--- src/rtl/reg_scoreboard_pkg.sv ---
// -----------------------------------------------------------------------------
// reg_scoreboard_pkg
// Shared constants and helpers for the register scoreboard slice.
//   REG_IDX_LEN   : width of a register index (R0..R14 plus PC at 15)
//   NUM_ARCH_REGS : number of tracked general registers
//   PC_IDX        : index of the program counter, never tracked
//   SB_CNT_W      : width of each per-register pending-write counter
// -----------------------------------------------------------------------------
package reg_scoreboard_pkg;

  localparam int         REG_IDX_LEN   = 4;
  localparam int         NUM_ARCH_REGS = 15;
  localparam logic [3:0] PC_IDX        = 4'd15;
  localparam int         SB_CNT_W      = 2;

  typedef logic [REG_IDX_LEN-1:0] reg_idx_t;

  // The PC slot is written through a separate path, so it never takes part
  // in hazard tracking.
  function automatic logic is_tracked(input reg_idx_t idx);
    return idx != PC_IDX;
  endfunction

endpackage

--- src/rtl/reg_scoreboard_sb_counter.sv ---
// -----------------------------------------------------------------------------
// sb_counter
// Saturating up/down pending-write counter for one register.
//   clk      : clock, rising edge
//   rst      : asynchronous active-high reset (clears the count)
//   inc      : one more write issued to this register
//   dec      : one write retiring (ignored while the count is already zero)
//   cnt      : current count
//   cnt_next : count that will be loaded at the next rising edge
//   zero     : count is zero
//   full     : count is at its maximum
// -----------------------------------------------------------------------------
module sb_counter #(
  parameter int CNT_W = 2
) (
  input  logic             clk,
  input  logic             rst,
  input  logic             inc,
  input  logic             dec,
  output logic [CNT_W-1:0] cnt,
  output logic [CNT_W-1:0] cnt_next,
  output logic             zero,
  output logic             full
);

  logic [CNT_W-1:0] cnt_reg;
  logic             dec_eff;

  assign zero    = (cnt_reg == '0);
  assign full    = (cnt_reg == {CNT_W{1'b1}});
  // A retirement against an empty counter is an error condition handled by
  // the parent; here it simply has no effect.
  assign dec_eff = dec && !zero;

  always_comb begin
    cnt_next = cnt_reg;
    if (inc && !dec_eff && !full)
      cnt_next = cnt_reg + CNT_W'(1);
    else if (dec_eff && !inc)
      cnt_next = cnt_reg - CNT_W'(1);
  end

  always_ff @(posedge clk or posedge rst) begin
    if (rst)
      cnt_reg <= '0;
    else
      cnt_reg <= cnt_next;
  end

  assign cnt = cnt_reg;

endmodule

--- src/rtl/reg_scoreboard.sv ---
// -----------------------------------------------------------------------------
// reg_scoreboard
// Tracks in-flight writes to R0..R14 between decode issue and write-back and
// produces a combinational decode stall for read-after-write hazards and for
// destinations whose pending-write counter is full.
//   clk, rst          : clock (rising edge), asynchronous active-high reset
//   issue_valid       : decode presents an instruction
//   issue_wb_en       : that instruction writes issue_dest
//   issue_dest        : destination index (15 = PC, untracked)
//   src1/src2         : source indices, qualified by src1_used/src2_used
//   flush             : kill the presented instruction
//   wb_en, dest_wb    : write-back this cycle and its index
//   hazard            : stall decode (combinational)
//   issue_accept      : presented write counted this cycle (combinational)
//   busy_mask         : registered, bit i set when counter i is nonzero
//   pending_any       : registered OR of busy_mask
//   underflow_err     : sticky, write-back hit an empty counter
// -----------------------------------------------------------------------------
module reg_scoreboard
  import reg_scoreboard_pkg::*;
#(
  parameter int NUM_REGS = NUM_ARCH_REGS,
  parameter int CNT_W    = SB_CNT_W
) (
  input  logic                clk,
  input  logic                rst,
  input  logic                issue_valid,
  input  logic                issue_wb_en,
  input  logic [3:0]          issue_dest,
  input  logic [3:0]          src1,
  input  logic [3:0]          src2,
  input  logic                src1_used,
  input  logic                src2_used,
  input  logic                flush,
  input  logic                wb_en,
  input  logic [3:0]          dest_wb,
  output logic                hazard,
  output logic                issue_accept,
  output logic [NUM_REGS-1:0] busy_mask,
  output logic                pending_any,
  output logic                underflow_err
);

  localparam int IDX_SPAN = 1 << REG_IDX_LEN;

  logic [CNT_W-1:0]    cnt_cur  [NUM_REGS];
  logic [CNT_W-1:0]    cnt_nxt  [NUM_REGS];
  logic [NUM_REGS-1:0] wb_hit;
  logic [NUM_REGS-1:0] inc_vec;
  logic [NUM_REGS-1:0] cnt_zero;
  logic [NUM_REGS-1:0] cnt_full;
  logic [NUM_REGS-1:0] eff_nz;
  logic [NUM_REGS-1:0] eff_full;
  logic [NUM_REGS-1:0] busy_next;

  // Index-wide copies padded with zeros so a lookup at the PC slot is always
  // in range; every such lookup is also gated by is_tracked().
  logic [IDX_SPAN-1:0] eff_nz_ext;
  logic [IDX_SPAN-1:0] eff_full_ext;
  logic [IDX_SPAN-1:0] zero_ext;

  logic src_hz1, src_hz2, dest_full, live_issue, underflow_hit;

  logic [NUM_REGS-1:0] busy_mask_reg;
  logic                pending_any_reg;
  logic                underflow_reg;

  genvar gi;
  generate
    for (gi = 0; gi < NUM_REGS; gi++) begin : g_reg
      assign wb_hit[gi]  = wb_en && (dest_wb == reg_idx_t'(gi));
      assign inc_vec[gi] = issue_accept && (issue_dest == reg_idx_t'(gi));

      // Effective count seen by decode: the register file writes through on
      // the same cycle, so a retiring write no longer blocks readers. A
      // retirement against an empty counter saturates at zero.
      assign eff_nz[gi]   = !cnt_zero[gi] &&
                            !(wb_hit[gi] && (cnt_cur[gi] == CNT_W'(1)));
      assign eff_full[gi] = cnt_full[gi] && !wb_hit[gi];

      assign busy_next[gi] = (cnt_nxt[gi] != '0);

      sb_counter #(.CNT_W(CNT_W)) u_cnt (
        .clk      (clk),
        .rst      (rst),
        .inc      (inc_vec[gi]),
        .dec      (wb_hit[gi]),
        .cnt      (cnt_cur[gi]),
        .cnt_next (cnt_nxt[gi]),
        .zero     (cnt_zero[gi]),
        .full     (cnt_full[gi])
      );
    end
  endgenerate

  assign eff_nz_ext   = {{(IDX_SPAN-NUM_REGS){1'b0}}, eff_nz};
  assign eff_full_ext = {{(IDX_SPAN-NUM_REGS){1'b0}}, eff_full};
  assign zero_ext     = {{(IDX_SPAN-NUM_REGS){1'b0}}, cnt_zero};

  assign src_hz1   = src1_used && is_tracked(src1) && eff_nz_ext[src1];
  assign src_hz2   = src2_used && is_tracked(src2) && eff_nz_ext[src2];
  assign dest_full = issue_wb_en && is_tracked(issue_dest) && eff_full_ext[issue_dest];

  // Flush wins: a killed instruction neither stalls nor counts.
  assign live_issue   = issue_valid && !flush;
  assign hazard       = live_issue && (src_hz1 || src_hz2 || dest_full);
  assign issue_accept = live_issue && !hazard && issue_wb_en && is_tracked(issue_dest);

  assign underflow_hit = wb_en && is_tracked(dest_wb) && zero_ext[dest_wb];

  always_ff @(posedge clk or posedge rst) begin
    if (rst) begin
      busy_mask_reg   <= '0;
      pending_any_reg <= 1'b0;
      underflow_reg   <= 1'b0;
    end else begin
      busy_mask_reg   <= busy_next;
      pending_any_reg <= |busy_next;
      underflow_reg   <= underflow_reg | underflow_hit;
    end
  end

  assign busy_mask     = busy_mask_reg;
  assign pending_any   = pending_any_reg;
  assign underflow_err = underflow_reg;

endmodule

--- config.mk ---
export PLATFORM = sky130hd
export DESIGN_NAME = reg_scoreboard
export DESIGN_NICKNAME = d
export VERILOG_FILES = /design/src/rtl/reg_scoreboard_pkg.sv /design/src/rtl/reg_scoreboard_sb_counter.sv /design/src/rtl/reg_scoreboard.sv
export SDC_FILE = /design/constraint.sdc
export NUM_CORES = 1
export LEC_CHECK = 0
export CAP_MARGIN = 25
export CORE_AREA = 2 2 106 108
export CTS_CLUSTER_DIAMETER = 200
export DETAILED_ROUTE_END_ITERATION = 10
export DIE_AREA = 0 0 108 110
export PLACE_DENSITY_LB_ADDON = 0.12
export RECOVER_POWER = 25
export SLEW_MARGIN = 15
export SYNTH_ARGS = -nofsm -noshare
export SYNTH_HDL_FRONTEND = slang
export SYNTH_SLANG_ARGS = --single-unit
--- constraint.sdc ---
create_clock -name clk -period 8.8 [get_ports clk]
set_input_delay 1.32 -clock clk [delete_from_list [all_inputs] [get_ports clk]]
set_output_delay 1.32 -clock clk [all_outputs]
set_load 0.01 [all_outputs]
==> flow_summary_export.csv, run 1 <==
group,metric,value,unit
synthesis,ys_seq_area_share,25.1,%
floorplanning,io_pins,43,
run_status,violations,"max-capacitance violations, max-slew violations",
layout,nets,668,
cts,clockBufferDepth,2,
sta,worst_pin_slew,1800,ps
sta,finalCriticalPeriod,6450,ps
detailed_routing,drt_iter0_drc,287,
detailed_routing,via_per_inst,5.99,
synthesis,synth_cell_types,70,
synthesis,ys_top_cells_by_area,"dfrtp_1 25%, ha_1 12%, nor2_1 5.6%, nand2_1 3.7%, inv_1 3.4%",
cts,cts_hold_buffers,0,
cts,path_clk_slew,100,ps
run_status,outcome,"finished, violations left",
layout,layoutNonFillerInstCount,740,
layout,drive_above_1_share,5.33,%
detailed_routing,first_pass_iters,4,
sta,period_share,73.3,%
layout,nFillCells,1069,
sta,fin_skew,9.65,ps
flow_run,maxCapViolCount,1,
critical_path,cp_common_cell,"clkdlybuf4s50_1",
grt,antenna_found_initial,0,
cts,post_cts_buffers,0,
cts,clk_latency,320,ps
grt,grt_pass1_vias,4159,
layout,stdcell_area,0.00526,sq mm
grt,grt_max_degree,33,
grt,grt-ovfl-total,0,
synthesis,avgSynthCellArea,8.17,sq um
grt,grt.total_usage,24.5,%
placement,dp_hpwl,11.3,mm
placement,io_buffers,42,
placement,placedInstanceArea,0.00517,sq mm
synthesis,synthesis.nets,643,
synthesis,yosysWarnings,0,
cts,cts-root-buf,"clkbuf_8",
floorplanning,die_area,0.0119,sq mm
synthesis,synthMostInstantiatedCell,"nor2_1",
critical_path,worstPathCellList,"clkdlybuf4s50_1 -> nor2b_1 -> a311oi_1 -> a2111oi_0 -> a21oi_1 -> and4_1 -> or3_4 -> nor3_1 -> clkdlybuf4s50_1",
floorplanning,die_height,110,um
layout,areaGrowthSynthToFinish,12.2,%
critical_path,critPathKind,"input port to output pin",
detailed_routing,vias,4431,
critical_path,crit_required,7480,ps
critical_path,crit_path_end_kind,"output pin",
sta,whs,464,ps
detailed_routing,post_drt_wl_per_cell,19.1,um
critical_path,crit_family,"buffers and inverters",
grt,grt_pass1_wl,22.3,mm
sta,final.setup.tns,0,ps
cts,cts_tree,"yes",
synthesis,synth_cells,574,
power_and_ir_drop,total_power,1.45,mW
cts,cts_resized,0,
power_and_ir_drop,leakagePower,2.06,nW
cts,cts_made_buffers,5,
synthesis,synth_top_area_share,25.1,%
cts,cts_htree_levels,2,
critical_path,worst-path-buf-inv,2,
synthesis,synth_edf_count,0,
floorplanning,start_util,43.8,%
layout,final_util,49.2,%
floorplanning,core,0.0107,sq mm
synthesis,synth-main-ff-cell,"dfrtp_1",
critical_path,crit_arrival,5130,ps
critical_path,cp_max_fo,31,
sta,setup_violations,0,
placement,dp_slack,2390,ps
floorplanning,die_width,108,um
sta,timing.fmax,155,MHz
synthesis,mappedNetlistArea,0.00469,sq mm
detailed_routing,final_antenna_net_count,0,
floorplanning,row_count,38,
detailed_routing,routed_wl,14.1,mm
cts,cts.sinks,47,
sta,hold_viol_final,0,
hold_path,hp-class,"register to register",
synthesis,synth-seq-cells,47,
placement,gp_congestion,0.882,
critical_path,crit_slowest_cell,"clkdlybuf4s50_1",
power_and_ir_drop,vdd_ir_drop_max,0.000150,V
layout,largest_reg_flops,30,
placement,dp.cells,732,
power_and_ir_drop,pwr_density_cell,276,mW/mm^2
synthesis,yosysTopAreaCell,"dfrtp_1",
critical_path,cp-start-kind,"input port",
layout,diodes,0,
sta,drv_slew,33,
sta,setup_ws,2350,ps
sta,rsz0062_at_grt,"no",
synthesis,ys_async_sr_fraction,100,%
detailed_routing,route.detailed.drc,0,
synthesis,synth_commonest_cells,"70 x nor2_1, 47 x dfrtp_1, 46 x nand2_1, 45 x ha_1, 42 x inv_1",
critical_path,max_stage_delay,1000,ps
sta,slew_headroom,-19.9,%
-- power by group --
| part | internal (mW) | leakage, nW | switching [mW] |
|---|---|---|---|
| registers | 0.315 | 0.570 | 0.104 |
| logic | 0.378 | 1.44 | 0.500 |
| clock network | 0.0717 | 0.0505 | 0.0815 |
| total | 0.764 | 2.06 | 0.686 |
-- final timing paths --
| check | startpoint | endpoint | slack [ps] | cells after the start |
|---|---|---|---|---|
| hold / removal | underflow_err | underflow_err | 460 | 1 |
| setup reg to reg | g_reg[11].u_cnt.cnt[1] | pending_any | 4820 | 13 |
| min in group asynchronous | rst | busy_mask[14] | 1500 | 2 |
| max in group asynchronous | rst | g_reg[1].u_cnt.cnt[1] | 5210 | 3 |
| setup / recovery | dest_wb[1] | issue_accept | 2350 | 9 |
| hold reg to reg | underflow_err | underflow_err | 460 | 1 |
-- layer usage --
layer	wire, um	up-vias	track usage (%)
met1	6660	2140	33.9
met2	6480	112	40.1
met4	299	0	7.14
li1	-	2162	-
met5	0	-	0
met3	658	17	3.47
-- cell type report --
type,count,area [sq um],share of cell area [%]
tap,140,175,3.33
timing repair buffer,44,432,8.20
clock buffer,7,96.3,1.83
multi-input combinational,459,3220,61.1
sequential,47,1180,22.4
inverter,42,158,3.00
clock inverter,1,7.51,0.143
-- cell families after synthesis --
family          Yosys count  share of synthesized area [%]
buf+inv                  68                           6.35
flops                    47                           25.1
compound gates          139                           21.2
xor+xnor                 17                           3.17
fa+ha+maj                45                           12.0
simple gates            240                           27.3
mux                      18                           4.93
-- placed cells by master, fill, tap and decap left out, types with 9 or more instances in the layout --
| master | instances |
|---|---|
| nor2_1 | 70 |
| dfrtp_1 | 47 |
| nand2_1 | 46 |
| ha_1 | 45 |
| inv_1 | 42 |
| clkdlybuf4s50_1 | 41 |
| nor3_1 | 24 |
| o21ai_0 | 22 |
| a31oi_1 | 17 |
| xnor2_1 | 17 |
| nand3_1 | 15 |
| nor4_1 | 14 |
| nor2b_1 | 13 |
| mux2i_1 | 13 |
| o211ai_1 | 13 |
| o31ai_1 | 11 |
| a211oi_1 | 10 |
| a21oi_1 | 10 |
| a311oi_1 | 9 |
Note: power is estimated with default switching activity, not from simulation.
==> inputs of run 2 (changes only) <==
- clock period: 8.8 -> 6.6 ns (I/O delays scaled with it)
==> run 2 against run 1 <==
- the flow still finishes with violations (max-capacitance violations, max-slew violations)
- core utilization shrank 0.11 points
- flip-flop and latch count unchanged
- critical path depth is the same
- clock skew is 1.2 ps higher
- sequential power increased by 34%
- register-to-register slack got worse by 2200 ps
- worst hold slack better by 17 ps
- die area did not move
- clock-buffer cell count down 1
- critical endpoint unchanged
- highest routed layer is now met5
==> flow_summary_export.csv, run 2 (synthesis gave the netlist of run 1 again) <==
group,metric,value,unit
detailed_routing,post_drt_wl_per_cell,19.4,um
sta,period_share,87.1,%
power_and_ir_drop,comb_power_share,61.1,%
cts,cts_resized,0,
sta,timing.fmax,174,MHz
power_and_ir_drop,leakagePower,2.06,nW
sta,final.setup.tns,0,ps
sta,worst_pin_slew,1680,ps
cts,clockBufferDepth,2,
power_and_ir_drop,pwr_density_cell,365,mW/mm^2
grt,grt_pass1_wl,22.9,mm
critical_path,crit_slowest_cell,"clkdlybuf4s50_1",
run_status,outcome,"finished, violations left",
cts,cts.sinks,47,
power_and_ir_drop,p_switching,919,uW
detailed_routing,vias,4538,
critical_path,cp-start-kind,"input port",
power_and_ir_drop,swShare,48.0,%
critical_path,worst-path-buf-inv,2,
critical_path,crit_path_end_kind,"output pin",
detailed_routing,via_per_inst,6.12,
sta,rsz0062_at_grt,"no",
critical_path,critPathKind,"input port to output pin",
power_and_ir_drop,seqPwrFrac,29.3,%
grt,grt-ovfl-total,0,
flow_run,maxCapViolCount,1,
sta,fin_skew,10.8,ps
floorplanning,die_width,108,um
run_status,violations,"max-capacitance violations, max-slew violations",
cts,clk_latency,320,ps
floorplanning,die_area,0.0119,sq mm
cts,cts-root-buf,"clkbuf_8",
sta,drv_slew,31,
critical_path,max_stage_delay,970,ps
sta,setup_ws,854,ps
sta,slew_headroom,-12.2,%
floorplanning,start_util,43.8,%
placement,dp_hpwl,11.4,mm
placement,dp_slack,914,ps
grt,grt_pass1_vias,4311,
cts,cts_htree_levels,2,
placement,io_buffers,42,
critical_path,crit_family,"buffers and inverters",
floorplanning,die_height,110,um
grt,antenna_found_initial,1,
critical_path,cp_common_cell,"clkdlybuf4s50_1",
layout,nets,669,
power_and_ir_drop,vdd_ir_drop_max,0.000207,V
placement,gp_congestion,0.887,
sta,hold_viol_final,0,
layout,layout_common_cells,"70 x nor2_1, 47 x dfrtp_1, 46 x nand2_1",
detailed_routing,route.detailed.drc,0,
layout,final_common_cell,"nor2_1",
grt,grt_max_degree,32,
cts,post_cts_buffers,0,
floorplanning,io_pins,43,
critical_path,worstPathCellList,"clkdlybuf4s50_1 -> nor2b_1 -> a21oi_1 -> a2111oi_2 -> o32ai_1 -> and4bb_4 -> or3_4 -> nor3_1 -> clkdlybuf4s50_1",
critical_path,crit_arrival,4760,ps
layout,drive_above_1_share,5.32,%
sta,finalCriticalPeriod,5750,ps
floorplanning,row_count,38,
layout,diodes,0,
hold_path,hp-class,"register to register",
floorplanning,core,0.0107,sq mm
detailed_routing,first_pass_iters,8,
sta,setup_violations,0,
detailed_routing,drt_iter0_drc,358,
critical_path,cp_max_fo,31,
detailed_routing,final_antenna_net_count,0,
cts,cts_hold_buffers,0,
grt,grt.total_usage,25.2,%
power_and_ir_drop,pwr-share-clk,9.6,%
cts,path_clk_slew,100,ps
cts,cts_tree,"yes",
critical_path,crit_required,5610,ps
layout,areaGrowthSynthToFinish,11.9,%
detailed_routing,routed_wl,14.3,mm
cts,cts_made_buffers,5,
power_and_ir_drop,p_int,997,uW
sta,whs,481,ps
layout,largest_reg_flops,30,
## run 2: worst register-to-register path: stages (launching register included)
cell	delay, ps
dfrtp_1	440
inv_1	120
ha_1	180
a41oi_1	220
a2111oi_0	480
a21oi_1	130
and4_1	260
or3_4	500
nor3_2	490
mux2i_1	330
a211oi_1	200
nor4_1	350
nand3_1	110
## run 2: routing by layer
layer  routed length (um)  GRT usage [%]  up-vias  share of wire, %
met5                   11              0        -             0.077
li1                     -              -     2163                 -
met4                  516           10.2        2               3.6
met2                 6460           39.8      133                45
met3                  738           4.59       44               5.1
met1                 6620           34.1     2196                46
## run 2: cell type report
class	count	area [sq um]
Multi-Input combinational cell	459	3220
Sequential cell	47	1180
Clock buffer	6	72.6
Timing Repair Buffer	45	439
Tap cell	140	175
Inverter	42	158
Clock inverter	2	12.5
Fill cell	1040	5450
## run 2: path summary, 6_finish.rpt
path | cells after the start | slack (ps) | start | end
worst min register to register | 1 | 480 | underflow_err | underflow_err
min in group asynchronous | 2 | 1200 | rst | g_reg[11].u_cnt.cnt[1]
worst max-delay path | 9 | 850 | dest_wb[0] | issue_accept
worst max register to register | 12 | 2650 | g_reg[11].u_cnt.cnt[1] | pending_any
max in group asynchronous | 3 | 3410 | rst | g_reg[0].u_cnt.cnt[1]
worst min-delay path | 1 | 480 | underflow_err | underflow_err
## run 2: metrics by stage
step / area (sq um) / power [mW] / instances / utilization [%]
2_1_floorplan: 4690 / 1.31 / 574 / -
3_3_place_gp: 5160 / 1.70 / 732 / 48.2
3_5_place_dp: 5180 / 1.72 / 733 / 48.4
4_1_cts: 5270 / 1.91 / 741 / 49.2
5_1_grt: 5250 / 2.08 / 741 / 49.1
6_report: 5250 / 1.92 / 741 / 49.1
## run 2: power groups by stage
| stage | registers (mW) | logic [mW] | clock network (mW) |
|---|---|---|---|
| floorplan | 0.556 | 0.753 | 0 |
| global placement | 0.557 | 1.15 | 0 |
| detailed placement | 0.565 | 1.16 | 0 |
| CTS | 0.561 | 1.16 | 0.190 |
| global route | 0.582 | 1.29 | 0.203 |
| finish | 0.561 | 1.17 | 0.185 |
==> inputs of run 3 (changes only) <==
- CTS_BUF_LIST: default -> sky130_fd_sc_hd__clkbuf_4
==> run 3 against run 2 <==
- the run still ends with max-capacitance violations, max-slew violations left
- critical path depth stayed put
- clock power decreased by 18%
- core utilization shrank 0.26 points
- flip-flop and latch count unchanged
- design area decreased by 0.52%
- total power fell by 1.9%
- cell count is the same
- clock-buffer cell count is the same
- critical endpoint unchanged
- largest power group unchanged
- highest routed layer unchanged
==> flow_summary_export.csv, run 3 (synthesis gave the netlist of run 1 again) <==
group,metric,value,unit
run_status,outcome,"finished, violations left",
run_status,violations,"max-capacitance violations, max-slew violations",
cts,cts.sinks,47,
detailed_routing,final_antenna_net_count,0,
floorplanning,io_pins,43,
critical_path,worst-path-buf-inv,2,
grt,grt_max_degree,32,
layout,drive_above_1_share,5.49,%
layout,largest_reg_flops,30,
floorplanning,row_count,38,
critical_path,critPathKind,"input port to output pin",
flow_run,maxCapViolCount,1,
sta,fin_skew,22.7,ps
cts,cts_resized,0,
cts,cts_hold_buffers,0,
power_and_ir_drop,pwr_density_cell,360,mW/mm^2
sta,worst_pin_slew,1700,ps
cts,cts_made_buffers,5,
critical_path,max_stage_delay,970,ps
floorplanning,die_height,110,um
cts,path_clk_slew,160,ps
sta,period_share,87.2,%
grt,grt.total_usage,25.2,%
sta,setup_violations,0,
sta,final.setup.tns,0,ps
detailed_routing,first_pass_iters,5,
floorplanning,die_width,108,um
detailed_routing,route.detailed.drc,0,
sta,timing.fmax,174,MHz
detailed_routing,post_drt_wl_per_cell,19.4,um
critical_path,crit_slowest_cell,"clkdlybuf4s50_1",
placement,gp_congestion,0.887,
critical_path,cp_max_fo,31,
critical_path,cp_common_cell,"clkdlybuf4s50_1",
grt,grt_pass1_wl,22.9,mm
hold_path,hp-class,"register to register",
critical_path,timing.rr.end,"pending_any",
layout,diodes,0,
critical_path,crit_family,"buffers and inverters",
placement,io_buffers,42,
layout,nets,669,
critical_path,r2r_slack,2640,ps
cts,cts_tree,"yes",
cts,clk_latency,400,ps
critical_path,worstPathCellList,"clkdlybuf4s50_1 -> nor2b_1 -> a21oi_1 -> a2111oi_2 -> o32ai_1 -> and4bb_4 -> or3_4 -> nor3_1 -> clkdlybuf4s50_1",
hold_path,worstHoldPathCells,1,
floorplanning,start_util,43.8,%
sta,finalCriticalPeriod,5760,ps
power_and_ir_drop,vdd_ir_drop_max,0.000207,V
detailed_routing,vias,4529,
critical_path,crit_arrival,4770,ps
power_and_ir_drop,total_power,1.88,mW
placement,dp_hpwl,11.4,mm
hold_path,hold_path_end,"underflow_err",
layout,nFillCells,1051,
grt,grt_pass1_vias,4306,
grt,antenna_found_initial,1,
critical_path,crit_path_end_kind,"output pin",
sta,hold_viol_final,0,
layout,layout_common_cells,"70 x nor2_1, 47 x dfrtp_1, 46 x nand2_1",
cts,cts-root-buf,"clkbuf_4",
cts,clockBufferDepth,2,
critical_path,crit_required,5610,ps
cts,post_cts_buffers,0,
power_and_ir_drop,leakagePower,2.05,nW
cts,cts_htree_levels,2,
layout,final_common_cell,"nor2_1",
detailed_routing,routed_wl,14.4,mm
critical_path,r2r-start,"g_reg[11].u_cnt.cnt[1]",
detailed_routing,via_per_inst,6.11,
critical_path,crit_start,"dest_wb[0]",
sta,drv_slew,31,
critical_path,reg2reg_depth,12,
detailed_routing,drt_iter0_drc,311,
grt,grt-ovfl-total,0,
layout,regArea,0.00118,sq mm
critical_path,cp-start-kind,"input port",
hold_path,hold_start,"underflow_err",
sta,slew_headroom,-13.5,%
floorplanning,core,0.0107,sq mm
layout,multi_input_area,0.00322,sq mm
sta,whs,493,ps
floorplanning,die_area,0.0119,sq mm
layout,areaGrowthSynthToFinish,11.3,%
sta,rsz0062_at_grt,"no",
-- run 3: cell counts in the layout (fill, tap and decap cells not counted) --
No cell type changed its count.
-- run 3: stage by stage --
stage / utilization [%] / setup WS [ps] / cells / instance area, sq um
global placement: 48.2 / 979 / 732 / 5160
detailed placement: 48.4 / 914 / 733 / 5180
global route: 48.8 / 660 / 741 / 5220
CTS: 49.0 / 868 / 741 / 5240
floorplan: - / 2390 / 574 / 4690
finish: 48.8 / 842 / 741 / 5220
-- run 3: report_power, final --
| part | internal (mW) | total (mW) | leakage, nW | switching [mW] |
|---|---|---|---|---|
| Combinational | 0.503 | 1.17 | 1.45 | 0.666 |
| Sequential | 0.419 | 0.560 | 0.570 | 0.142 |
| Clock | 0.0454 | 0.151 | 0.0317 | 0.106 |
| Total | 0.967 | 1.88 | 2.05 | 0.913 |
-- run 3: layer usage --
| metal | GRT usage, % | share of wire, % | up-vias |
|---|---|---|---|
| met5 | 0 | 0.077 | - |
| met3 | 4.59 | 6.1 | 38 |
| li1 | - | - | 2164 |
| met1 | 34.3 | 46 | 2178 |
| met4 | 10.7 | 3.6 | 2 |
| met2 | 39.5 | 45 | 147 |
-- run 3: worst max path at each step --
stage / cells past startpoint / to / slack (ps)
global placement: 9 / issue_accept / 980
CTS: 9 / issue_accept / 870
global route: 9 / issue_accept / 660
floorplan: 10 / issue_accept / 2390
finish: 9 / issue_accept / 840
detailed placement: 9 / issue_accept / 910
-- run 3: layout make-up --
| type | count | share of cell area [%] |
|---|---|---|
| multi-input cells | 459 | 61.6 |
| flip-flops and latches | 47 | 22.5 |
| repair buffers | 45 | 8.41 |
| well taps | 140 | 3.35 |
| inverters | 42 | 3.02 |
| clock buffers | 6 | 0.862 |
| clock inverters | 2 | 0.240 |
